$ cat config.mk
export PLATFORM = sky130hd
export DESIGN_NAME = shifter_rr_arbiter
export DESIGN_NICKNAME = d
export VERILOG_FILES = /design/src/rtl/shifter_pkg.sv /design/src/rtl/barrel_shifter_8bit.sv /design/src/rtl/shifter_rr_arbiter_rr_pick.sv /design/src/rtl/shifter_rr_arbiter.sv
export SDC_FILE = /design/constraint.sdc
export NUM_CORES = 1
export LEC_CHECK = 0
export ABC_AREA = 1
export CAP_MARGIN = 10
export CORE_MARGIN = 1
export CORE_UTILIZATION = 47
export CTS_BUF_LIST = sky130_fd_sc_hd__clkbuf_8 sky130_fd_sc_hd__clkbuf_16
export DETAILED_ROUTE_END_ITERATION = 7
export PLACE_DENSITY = 0.9
export SLEW_MARGIN = 20
export SYNTH_ARGS = -nofsm -noshare
export SYNTH_HDL_FRONTEND = slang
export SYNTH_SLANG_ARGS = --single-unit
$ cat constraint.sdc
create_clock -name clk -period 4.5 [get_ports clk]
set_input_delay 0.675 -clock clk [delete_from_list [all_inputs] [get_ports clk]]
set_output_delay 0.675 -clock clk [all_outputs]
set_load 0.005 [all_outputs]
$ cat src/rtl/shifter_pkg.sv
// Shared constants for the shifter datapath and the arbiter that fronts it.
package shifter_pkg;
    localparam int DW     = 8;
    localparam int SMT_W  = 3;
    localparam int MODE_W = 2;

    localparam logic [MODE_W-1:0] SH_SLL = 2'b00;
    localparam logic [MODE_W-1:0] SH_SRL = 2'b01;
    localparam logic [MODE_W-1:0] SH_SRA = 2'b10;
    localparam logic [MODE_W-1:0] SH_ROR = 2'b11;

    typedef enum logic {
        EMPTY = 1'b0,
        FULL  = 1'b1
    } state_e;
endpackage

$ cat src/rtl/barrel_shifter_8bit.sv
// Combinational 8-bit shifter: logical left/right, arithmetic right, rotate right.
module barrel_shifter_8bit
    import shifter_pkg::*;
(
    input  logic [DW-1:0]     data_i,
    input  logic [SMT_W-1:0]  smt_i,
    input  logic [MODE_W-1:0] mode_i,
    output logic [DW-1:0]     data_o
);
    logic [2*DW-1:0] rot;

    always_comb begin
        rot    = {data_i, data_i} >> smt_i;
        data_o = data_i;
        case (mode_i)
            SH_SLL:  data_o = data_i << smt_i;
            SH_SRL:  data_o = data_i >> smt_i;
            SH_SRA:  data_o = $signed(data_i) >>> smt_i;
            default: data_o = rot[DW-1:0];
        endcase
    end
endmodule

$ cat src/rtl/shifter_rr_arbiter_rr_pick.sv
// Circular priority pick: first set request at or after ptr_i, wrapping at N.
module rr_pick #(
    parameter  int N   = 4,
    localparam int IDW = $clog2(N)
) (
    input  logic [N-1:0]   req_i,
    input  logic [IDW-1:0] ptr_i,
    output logic [N-1:0]   gnt_o,
    output logic [IDW-1:0] idx_o,
    output logic           any_o
);
    int j;

    always_comb begin
        gnt_o = '0;
        idx_o = '0;
        any_o = 1'b0;
        j     = 0;
        for (int k = 0; k < N; k++) begin
            j = int'(ptr_i) + k;
            if (j >= N) j = j - N;
            if (!any_o && req_i[j]) begin
                any_o    = 1'b1;
                gnt_o[j] = 1'b1;
                idx_o    = IDW'(j);
            end
        end
    end
endmodule

$ cat src/rtl/shifter_rr_arbiter.sv
// Round-robin sharing of one barrel shifter between NREQ valid/ready requesters,
// with a one-entry tagged result register that supports back-to-back transfers.
module shifter_rr_arbiter
    import shifter_pkg::*;
#(
    parameter  int NREQ = 4,
    localparam int IDW  = $clog2(NREQ)
) (
    input  logic                   clk,
    input  logic                   rst,
    input  logic [NREQ-1:0]        req_valid,
    output logic [NREQ-1:0]        req_ready,
    input  logic [NREQ*DW-1:0]     req_data,
    input  logic [NREQ*SMT_W-1:0]  req_smt,
    input  logic [NREQ*MODE_W-1:0] req_mode,
    output logic                   out_valid,
    input  logic                   out_ready,
    output logic [DW-1:0]          out_data,
    output logic [IDW-1:0]         out_id
);
    state_e            state_q, state_d;
    logic [IDW-1:0]    rr_ptr_q, rr_ptr_d;
    logic [DW-1:0]     data_q;
    logic [IDW-1:0]    id_q;
    logic              can_accept, xfer;
    logic [NREQ-1:0]   gnt;
    logic [IDW-1:0]    g;
    logic [DW-1:0]     sel_data, sh_out;
    logic [SMT_W-1:0]  sel_smt;
    logic [MODE_W-1:0] sel_mode;

    // Draining the held result frees the register in the same cycle.
    assign can_accept = (state_q == EMPTY) | out_ready;

    rr_pick #(.N(NREQ)) u_pick (
        .req_i (req_valid & {NREQ{can_accept}}),
        .ptr_i (rr_ptr_q),
        .gnt_o (gnt),
        .idx_o (g),
        .any_o (xfer)
    );

    assign req_ready = gnt;

    always_comb begin
        sel_data = '0;
        sel_smt  = '0;
        sel_mode = '0;
        for (int i = 0; i < NREQ; i++) begin
            if (int'(g) == i) begin
                sel_data = req_data[i*DW +: DW];
                sel_smt  = req_smt[i*SMT_W +: SMT_W];
                sel_mode = req_mode[i*MODE_W +: MODE_W];
            end
        end
    end

    barrel_shifter_8bit u_shifter (
        .data_i (sel_data),
        .smt_i  (sel_smt),
        .mode_i (sel_mode),
        .data_o (sh_out)
    );

    always_ff @(posedge clk or posedge rst) begin
        if (rst) state_q <= EMPTY;
        else     state_q <= state_d;
    end

    always_comb begin
        state_d = state_q;
        case (state_q)
            EMPTY:   if (xfer) state_d = FULL;
            default: if (xfer) state_d = FULL;
                      else if (out_ready) state_d = EMPTY;
        endcase
    end

    always_comb begin
        out_valid = (state_q == FULL);
    end

    always_comb begin
        rr_ptr_d = rr_ptr_q;
        if (xfer) rr_ptr_d = (int'(g) == NREQ-1) ? '0 : g + 1'b1;
    end

    always_ff @(posedge clk or posedge rst) begin
        if (rst) begin
            rr_ptr_q <= '0;
            data_q   <= '0;
            id_q     <= '0;
        end else begin
            rr_ptr_q <= rr_ptr_d;
            if (xfer) begin
                data_q <= sh_out;
                id_q   <= g;
            end
        end
    end

    assign out_data = data_q;
    assign out_id   = id_q;
endmodule

**Yosys cells after proc, flatten, opt, wreduce, memory -nomap -nowiden**

Cells that the tools add are included.

- Bits in registers: 13
- Latch bits: 0
- Memory bits (writable): 0
- Bits in read-only memories: 0
- Bits of input ports: 59
- Output and inout bits: 15
- Word-level logic and storage cells: 105
- Memories kept: 0

- Add/subtract/negate cells: 8
- Multiply operators: 0
- Div/mod/pow operators: 0
- Magnitude comparators: 12
- Eq/ne operators: 5
- Shift-type cells: 4
- Mux-type cells: 54
- Bitwise logic cells: 6
- Reduce and logical (&&, ||, !) cells: 12

Operator list:

| kind | count |
|---|---|
| 32-bit by 1-bit greater-or-equal comparator with 1-bit output, second input constant | 4 |
| 32-bit by 4-bit < comparator with 1-bit output, second input constant | 4 |
| 32-bit 2-to-1 mux | 4 |
| 32-bit by 4-bit greater-or-equal comparator with 1-bit output, second input constant | 3 |
| 32-bit by 4-bit subtractor with 32-bit output, second input constant | 3 |
| 8-bit 2-to-1 mux | 4 |
| 8-bit case mux with 3 select lines | 1 |
| 1-bit 2-to-1 mux | 20 |
| 2-bit 2-to-1 mux | 9 |
| 4-bit 2-to-1 mux | 4 |
| 16-bit by 3-bit right shift with 8-bit output | 1 |
| 3-bit 2-to-1 mux | 4 |
| 4-bit bitwise OR | 3 |
| 1-bit binary-select mux with 2-bit select | 4 |
| 1-bit demux with 2-bit select | 4 |
| 8-bit by 3-bit << shifter with 8-bit output | 1 |
| 8-bit by 3-bit right shift with 8-bit output | 1 |
| 8-bit by 3-bit >>> shifter with 8-bit output | 1 |
| 1-bit logical AND | 7 |
| 2-bit by 2-bit adder with 3-bit output, second input constant | 2 |
| 2-bit equality test, second input constant | 3 |
| 4-bit AND | 1 |
| 2-bit by 1-bit equality test with 1-bit output, second input constant | 2 |
| 2-bit zero test | 2 |
| other kinds (7) | 9 |

**Depth between registers and ports, before layout**

Gate-level depths: netlist (run 1).

- Depth in word-level cells: 23
- Mapped depth: 30
- Depth with buffers taken out: 29

**Modules after synthesis**

From an unflattened synthesis (run 1), not the netlist that was laid out.

- Cell total of the unflattened synthesis: 411
- Area, all modules: 2,279.7 µm²

By module, submodules not included:

| module | instances | cells an instance | area an instance (µm²) |
|---|---|---|---|
| shifter_rr_arbiter | 1 | 181 | 1,091.0 |
| barrel_shifter_8bit | 1 | 153 | 728.2 |
| rr_pick | 1 | 77 | 460.4 |

**Worst setup path before layout (run 1)**

No wires, ideal clock.

- Path kind: input to register
- Start: input port out_ready
- End: register data_q[5], in the netlist out_data[5]
- Setup time: 0.077 ns
- Arrival time: 3.184 ns
- Required time: 4.423 ns
- Slack: 1.238 ns
- Stages: 19
- Path through: nor2_1 nor2_1 o21ai_1 nand2_1 nand2_1 inv_1 o31ai_2 inv_1 ha_1 buf_4 a21oi_2 nand2_2 a21oi_4 nand3_4 clkinv_2 nand4_4 a21oi_2 nor2_1 a21oi_1

- Cells in the longest elaborated chain, start to end: 22

Ends and longest elaborated chain:

| element | line | source |
|---|---|---|
| start: declaration | shifter_rr_arbiter.sv:17 | `input logic out_ready,` |
| 1-bit bitwise OR * | shifter_rr_arbiter.sv:33 | `assign can_accept = (state_q == EMPTY) \| out_ready;` |
| 4-bit AND * | shifter_rr_arbiter.sv:36 | `.req_i (req_valid & {NREQ{can_accept}}),` |
| 1-bit binary-select mux with 2-bit select | shifter_rr_arbiter_rr_pick.sv:22 | `if (!any_o && req_i[j]) begin` |
| 1-bit 2-to-1 mux (not written as such) (2 in a row) | shifter_rr_arbiter_rr_pick.sv:22 |  |
| 1-bit 2-to-1 mux | shifter_rr_arbiter_rr_pick.sv:22 |  |
| 1-bit zero test | shifter_rr_arbiter_rr_pick.sv:22 |  |
| 1-bit logical AND | shifter_rr_arbiter_rr_pick.sv:22 |  |
| 1-bit 2-to-1 mux | shifter_rr_arbiter_rr_pick.sv:22 |  |
| (+3 left out) | n/a |  |
| 1-bit zero test | shifter_rr_arbiter_rr_pick.sv:22 |  |
| 1-bit logical AND | shifter_rr_arbiter_rr_pick.sv:22 |  |
| 2-bit 2-to-1 mux * | shifter_rr_arbiter_rr_pick.sv:22 |  |
| net g[0] | shifter_rr_arbiter.sv:27 | `logic [IDW-1:0] g;` |
| 2-bit zero test | shifter_rr_arbiter.sv:50 | `if (int'(g) == i) begin` |
| 8-bit 2-to-1 mux, or another cell as far along (4 in a row) | shifter_rr_arbiter.sv:50 |  |
| 16-bit by 3-bit right shift with 8-bit output, or another cell as far along | barrel_shifter_8bit.sv:13 | `rot = {data_i, data_i} >> smt_i;` |
| 8-bit case mux with 3 select lines * | barrel_shifter_8bit.sv:15 | `case (mode_i)` |
| end signal: assignment | shifter_rr_arbiter.sv:96 | `data_q <= sh_out;` |
| end: declaration | shifter_rr_arbiter.sv:23 | `logic [DW-1:0] data_q;` |

The timed path passes the listed nets; every way through them passes the cells marked *. The select of a mux whose other input is x is not followed.
A chain may end at the register's enable or synchronous reset.

**Final worst setup path (run 1)**

- Start: input port out_ready
- End: register data_q[4], in the netlist out_data[4]

Same word-level chain as after synthesis.

==> results of run 1 <==
-- metrics by stage --
stage	setup slack, ns	setup TNS (ns)	hold WS [ns]	cells
2_1_floorplan	1.24	0	0.472	399
3_3_place_gp	0.297	0	0.468	513
3_5_place_dp	0.170	0	0.467	513
4_1_cts	0.417	0	0.488	517
5_1_grt	-0.0480	-0.118	0.520	518
6_report	0.343	0	0.483	518
-- flip-flops by register name (all words and copies together) (netlist names) --
name,cells
rr_ptr_q,2
out_data,8
out_id,2
out_valid,1
-- synth_stat cells, types with 2 or more instances --
master	count
sky130_fd_sc_hd__nand2_1	154
sky130_fd_sc_hd__buf_4	4
sky130_fd_sc_hd__nand3_2	3
sky130_fd_sc_hd__or2_2	3
sky130_fd_sc_hd__buf_2	3
sky130_fd_sc_hd__a21oi_2	3
sky130_fd_sc_hd__a21oi_1	26
sky130_fd_sc_hd__o21ai_1	3
sky130_fd_sc_hd__a21boi_1	3
sky130_fd_sc_hd__buf_6	8
sky130_fd_sc_hd__inv_2	6
sky130_fd_sc_hd__nand3_1	47
sky130_fd_sc_hd__a21oi_4	2
sky130_fd_sc_hd__nand2_2	6
sky130_fd_sc_hd__nor2_1	40
sky130_fd_sc_hd__o211ai_1	2
sky130_fd_sc_hd__dfrtp_1	13
sky130_fd_sc_hd__nor2_4	2
sky130_fd_sc_hd__nor2_2	2
sky130_fd_sc_hd__inv_1	30
sky130_fd_sc_hd__ha_1	12
sky130_fd_sc_hd__o21ai_0	14
sky130_fd_sc_hd__nand4_1	5
-- per-layer routing --
layer,part of all wire [%],track usage (%),vias to the layer above
met3,5.8,2.81,8
met5,0,0,-
li1,-,-,1419
met4,0.88,5.78,0
met2,50,47.8,113
met1,43,33.5,1261
-- worst reg2reg max path, stage by stage, from the launching register on --
cell	delay [ns]
sky130_fd_sc_hd__dfrtp_1	0.56
sky130_fd_sc_hd__inv_2	0.19
sky130_fd_sc_hd__ha_1	0.36
sky130_fd_sc_hd__inv_1	0.12
sky130_fd_sc_hd__nand3_1	0.10
sky130_fd_sc_hd__o21ai_2	0.11
sky130_fd_sc_hd__nor2_1	0.10
sky130_fd_sc_hd__inv_1	0.13
sky130_fd_sc_hd__nand3_1	0.16
sky130_fd_sc_hd__o31ai_4	0.13
sky130_fd_sc_hd__inv_1	0.12
sky130_fd_sc_hd__ha_1	0.23
sky130_fd_sc_hd__inv_2	0.16
sky130_fd_sc_hd__nand3_1	0.13
sky130_fd_sc_hd__nand2_1	0.21
sky130_fd_sc_hd__nand2_1	0.09
sky130_fd_sc_hd__nand2_2	0.18
sky130_fd_sc_hd__nand2_1	0.15
sky130_fd_sc_hd__nand3_1	0.11
sky130_fd_sc_hd__nand2_1	0.05
sky130_fd_sc_hd__o21ai_0	0.19
sky130_fd_sc_hd__nand3_1	0.09
sky130_fd_sc_hd__nor2_1	0.10
sky130_fd_sc_hd__nor2_1	0.05
-- final cells by class --
class                      count  area [µm²]  area share [%]
multi-input combinational    335        1690            55.8
timing repair buffer          77         761            25.1
sequential                    13         325            10.7
inverter                      37         140            4.63
tap                           52        65.1            2.15
clock buffer                   3        41.3            1.36
clock inverter                 1        3.75           0.124
-- cells in the final DEF (no fill, tap or decap), drive strengths merged, types with 3 or more instances in the layout --
cell / synthesis / final
inv: 36 / 37
nor2: 44 / 44
clkbuf: 0 / 3
nand2: 160 / 160
dfrtp: 13 / 13
nand3: 51 / 51
buf: 15 / 4
ha: 12 / 12
nand4: 6 / 6
o21ai: 18 / 18
a21oi: 31 / 32
clkdlybuf4s50: 0 / 73
or2: 3 / 3
a21boi: 4 / 4
-- logic make-up (layout without fill, tap and decap cells) --
group / Yosys count / count (layout) / synth area share [%]
and+or+nand+nor: 264 / 264 / 51.0
AOI/OAI and AO/OA: 58 / 59 / 15.8
buffers and inverters: 52 / 118 / 12.2
DFF: 13 / 13 / 14.4
adders and majority gates: 12 / 12 / 6.63
-- path summary, 6_finish.rpt --
path,to,cells past startpoint,slack (ns)
max,out_data[4],27,0.34
min,out_data[2],2,0.48
max reg2reg,out_data[4],23,0.58
min reg2reg,out_data[2],2,0.48
max in group asynchronous,out_data[4],2,3.42
min in group asynchronous,out_data[2],2,0.76
==> impl_metrics.env, run 1 <==
export IMPL_run_status="finished with violations"
export IMPL_failing_checks="design-rule violations"
export IMPL_cts_buffer_depth=2
export IMPL_min_cycle_time_layout_ns=4.16
export IMPL_grt_overflow_total=0
export IMPL_synth_ff_latch_count=13
export IMPL_detailedRoute_firstPassIterationCount=7
export IMPL_grt_max_degree=17
export IMPL_cts_repair_resized=0
export IMPL_drive_above_1_share_pct=9.23
export IMPL_gr_usage_all_layers_pct=26.3
export IMPL_timing_critical_path_required_ns=4.63
export IMPL_finalMaxSlewViolations=0
export IMPL_cts_sink_count=13
export IMPL_critPathLaunch="out_ready"
export IMPL_finalCritPeriodShare_pct=92.4
export IMPL_worst_clock_skew_ns=0.00368
export IMPL_cts_tree="built"
export IMPL_slew_headroom_pct=67.9
export IMPL_wl_um=6710
export IMPL_nets_finish=538
export IMPL_syn_area_um2=2260
export IMPL_post_cts_setup_buffer_count=0
export IMPL_worstPathArrival_ns=4.28
export IMPL_first_global_vias=2613
export IMPL_min_delay_start="out_data[2]"
export IMPL_num_vias=2801
export IMPL_maxCapViolCount=0
export IMPL_share_of_synthesized_flip_flops_with_an_asynchronous_set_or_reset_pct=100
export IMPL_design_area_um2=3030
export IMPL_worstReg2RegStart="rr_ptr_q[0]"
export IMPL_initial_utilization_pct=50.3
export IMPL_fillCellCount=422
export IMPL_area_growth_syn_to_fin_pct=33.7
export IMPL_fp_row_count=24
export IMPL_post_synth_main_area_contributors="sky130_fd_sc_hd__nand2_1 (26%), sky130_fd_sc_hd__dfrtp_1 (14%), sky130_fd_sc_hd__nand3_1 (10%)"
export IMPL_avgRoutedWirePerCell_um=12.9
export IMPL_route_detailed_vias_per_inst=5.41
export IMPL_cpMostUsedCell="sky130_fd_sc_hd__nand2_1"
export IMPL_syn_num_nets=470
export IMPL_die_h_um=71.4
export IMPL_ys_dominant_reg_cell="sky130_fd_sc_hd__dfrtp_1"
export IMPL_h_tree_depth=1
export IMPL_antenna_cells=0
export IMPL_worst_hold_path_type="reg2reg"
export IMPL_max_slew_worst_pin_slew_ns=0.481
export IMPL_setup_viol=0
export IMPL_clock_fmax_mhz=241
export IMPL_hpwl_after_dpl_um=5210
export IMPL_yosysTopAreaCell="sky130_fd_sc_hd__nand2_1"
export IMPL_critPathBufInv=6
export IMPL_cp_slowest_stage_delay_ns=0.48
export IMPL_die_x_um=71.4
export IMPL_critical_path_max_fanout=11
export IMPL_share_of_synthesized_area_occupied_by_flip_flops_and_latches_pct=14.4
export IMPL_synth_edff_count=0
export IMPL_first_pass_grt_wire_length_um=11100
export IMPL_top_level_ports=74
export IMPL_number_of_warning_messages_in_the_yosys_log=0
export IMPL_drtIter0Drc=157
export IMPL_antenna_found_initial=0
export IMPL_timing_final_hold_violations=0
export IMPL_critical_path_slowest_cell="sky130_fd_sc_hd__clkdlybuf4s50_1"
export IMPL_floorplan_die_area_um2=5100
export IMPL_core_area_um2=4500
export IMPL_cts_hold_buf=0
export IMPL_netlist_instances=399
export IMPL_worst_setup_path_start_kind="primary input"
export IMPL_kind_of_end_point_of_the_critical_path="flip-flop"
export IMPL_clk_insertion_delay_late_ns=0.24
export IMPL_post_synth_num_cell_types=31
export IMPL_syn_mean_instance_area_um2=5.67
export IMPL_cts_made_buffers=3
export IMPL_gp_routability_congestion=0.915
export IMPL_clk_root_buffer_cell="sky130_fd_sc_hd__clkbuf_8"
export IMPL_route_antenna_remaining_nets=0
export IMPL_post_dp_cell_area_um2=2950
export IMPL_worst_setup_path_type="in2reg"
export IMPL_post_synth_top_area_fraction_pct=25.5
export IMPL_path_delay_family="simple AND/OR/NAND/NOR gates"
export IMPL_drc=2
export IMPL_port_buffers=73
export IMPL_cts_reportedPaths_clkPinSlew_ns=0.05
export IMPL_final_core_util_pct=67.2
Power of run 1 is left out: the tool's default activity adds up to more than one toggle a clock period on the data nets, which glitch-free logic cannot reach.
==> inputs of run 2 (changes only) <==
--- a/config.mk
+++ b/config.mk
@@ -6,10 +6,11 @@
 export NUM_CORES = 1
 export LEC_CHECK = 0
 export ABC_AREA = 1
-export CAP_MARGIN = 10
-export CORE_MARGIN = 1
+export CAP_MARGIN = 20
+export CORE_MARGIN = 8
 export CORE_UTILIZATION = 47
 export CTS_BUF_LIST = sky130_fd_sc_hd__clkbuf_8 sky130_fd_sc_hd__clkbuf_16
+export CTS_CLUSTER_DIAMETER = 50
 export DETAILED_ROUTE_END_ITERATION = 7
 export PLACE_DENSITY = 0.9
 export SLEW_MARGIN = 20
==> impl_metrics.env, run 2 (same netlist as run 1, synthesis figures left out) <==
export IMPL_first_pass_grt_wire_length_um=11900
export IMPL_kind_of_end_point_of_the_critical_path="flip-flop"
export IMPL_worst_setup_path_start_kind="primary input"
export IMPL_initial_utilization_pct=48.2
export IMPL_die_h_um=85.4
export IMPL_post_cts_setup_buffer_count=0
export IMPL_critical_path_max_fanout=12
export IMPL_critical_path_slowest_cell="sky130_fd_sc_hd__clkdlybuf4s50_1"
export IMPL_timing_reg2reg_setup_slack_ns=0.55
export IMPL_totalNegativeSetupSlack_ns=0
export IMPL_fp_row_count=25
export IMPL_cts_reportedPaths_clkPinSlew_ns=0.05
export IMPL_fillCellCount=427
export IMPL_wl_um=7160
export IMPL_worst_clock_skew_ns=0.00199
export IMPL_path_delay_family="simple AND/OR/NAND/NOR gates"
export IMPL_cts_sink_count=13
export IMPL_critPathBufInv=4
export IMPL_max_slew_worst_pin_slew_ns=0.478
export IMPL_drc=0
export IMPL_worstPathArrival_ns=4.26
export IMPL_die_x_um=85.4
export IMPL_antenna_found_initial=0
export IMPL_detailedRoute_firstPassIterationCount=5
export IMPL_worst_setup_path_type="in2reg"
export IMPL_h_tree_depth=1
export IMPL_gr_usage_all_layers_pct=19.1
export IMPL_finalMaxSlewViolations=0
export IMPL_largest_register_ff_count=8
export IMPL_slew_headroom_pct=68.1
export IMPL_min_cycle_time_layout_ns=4.10
export IMPL_route_detailed_vias_per_inst=5.39
export IMPL_hpwl_after_dpl_um=5760
export IMPL_final_cell_mix="sky130_fd_sc_hd__nand2_1 (154), sky130_fd_sc_hd__clkdlybuf4s50_1 (73), sky130_fd_sc_hd__nand3_1 (47)"
export IMPL_regArea_um2=325
export IMPL_timing_final_hold_violations=0
export IMPL_nets_finish=540
export IMPL_cts_made_buffers=3
export IMPL_worst_hold_path_type="reg2reg"
export IMPL_cp_slowest_stage_delay_ns=0.47
export IMPL_grt_max_degree=17
export IMPL_port_buffers=73
export IMPL_final_hold_slack_ns=0.487
export IMPL_layout_commonest_cell="sky130_fd_sc_hd__nand2_1"
export IMPL_gp_routability_congestion=0.952
export IMPL_setup_viol=0
export IMPL_grt_overflow_total=0
export IMPL_cts_tree="built"
export IMPL_grt_setup_unrepaired="no"
export IMPL_drtIter0Drc=138
export IMPL_cpMostUsedCell="sky130_fd_sc_hd__nand2_1"
export IMPL_antenna_cells=0
export IMPL_avgRoutedWirePerCell_um=13.7
export IMPL_core_area_um2=4690
export IMPL_finalWorstSetupSlack_ns=0.397
export IMPL_maxCapViolCount=0
export IMPL_route_antenna_remaining_nets=0
export IMPL_num_vias=2814
export IMPL_post_place_ws_ns=0.0489
export IMPL_finalCritPeriodShare_pct=91.2
export IMPL_multi_input_comb_area_um2=1680
export IMPL_run_status="complete, no violations"
export IMPL_drive_above_1_share_pct=9.83
export IMPL_area_growth_syn_to_fin_pct=34.1
export IMPL_timing_critical_path_required_ns=4.66
export IMPL_clock_fmax_mhz=244
export IMPL_floorplan_die_area_um2=7290
export IMPL_first_global_vias=2685
export IMPL_cts_buffer_depth=2
export IMPL_top_level_ports=74
export IMPL_clk_root_buffer_cell="sky130_fd_sc_hd__clkbuf_8"
export IMPL_clk_insertion_delay_late_ns=0.24
==> run 2: timing repair <==
action	4_1_cts	5_1_grt
endpoints found under the setup margin	0	7
hold buffers	0	0
gates resized for setup	0	4
==> run 2: final timing paths <==
check | startpoint | end | depth (start not counted)
max in group asynchronous | rst | rr_ptr_q[0] | 2
min in group asynchronous | rst | out_data[4] | 2
worst max-delay path | out_ready | out_data[5] | 25
worst min-delay path | out_data[2] | out_data[2] | 2
worst min register to register | out_data[2] | out_data[2] | 2
worst max register to register | rr_ptr_q[0] | out_data[5] | 23
==> run 2: worst reg2reg max path, delay by kind of cell (launching register included) <==
| family | cells | cell delay [ns] |
|---|---|---|
| flip-flops | 1 | 0.58 |
| AO/OA/AOI/OAI | 6 | 0.81 |
| AND/OR/NAND/NOR | 11 | 1.27 |
| adder cells (fa/ha/maj) | 2 | 0.61 |
| buffers and inverters | 4 | 0.60 |
==> run 2: final cells by class <==
type	count	area share, %
clock inverters	1	0.124
clock buffers	3	1.36
flip-flops and latches	13	10.7
well taps	54	2.23
inverters	37	4.70
multi-input cells	335	55.3
repair buffers	79	25.6
==> run 2: layer usage <==
| layer | track usage, % | up-vias | wire length [µm] |
|---|---|---|---|
| li1 | - | 1416 | - |
| met1 | 21.9 | 1296 | 2910 |
| met2 | 36.1 | 94 | 3820 |
| met3 | 2.99 | 8 | 365 |
| met4 | 3.66 | 0 | 76 |
| met5 | 0 | - | 0 |
==> run 2: metrics by stage <==
stage                     cell area (µm²)  instances  util, %
after floorplan                      2260        399        -
after global placement               2970        517     63.3
after detailed placement             2970        517     63.3
after CTS                            3020        521     64.3
after global routing                 3040        522     64.7
final                                3040        522     64.7
Power of run 2 is left out for the same reason.
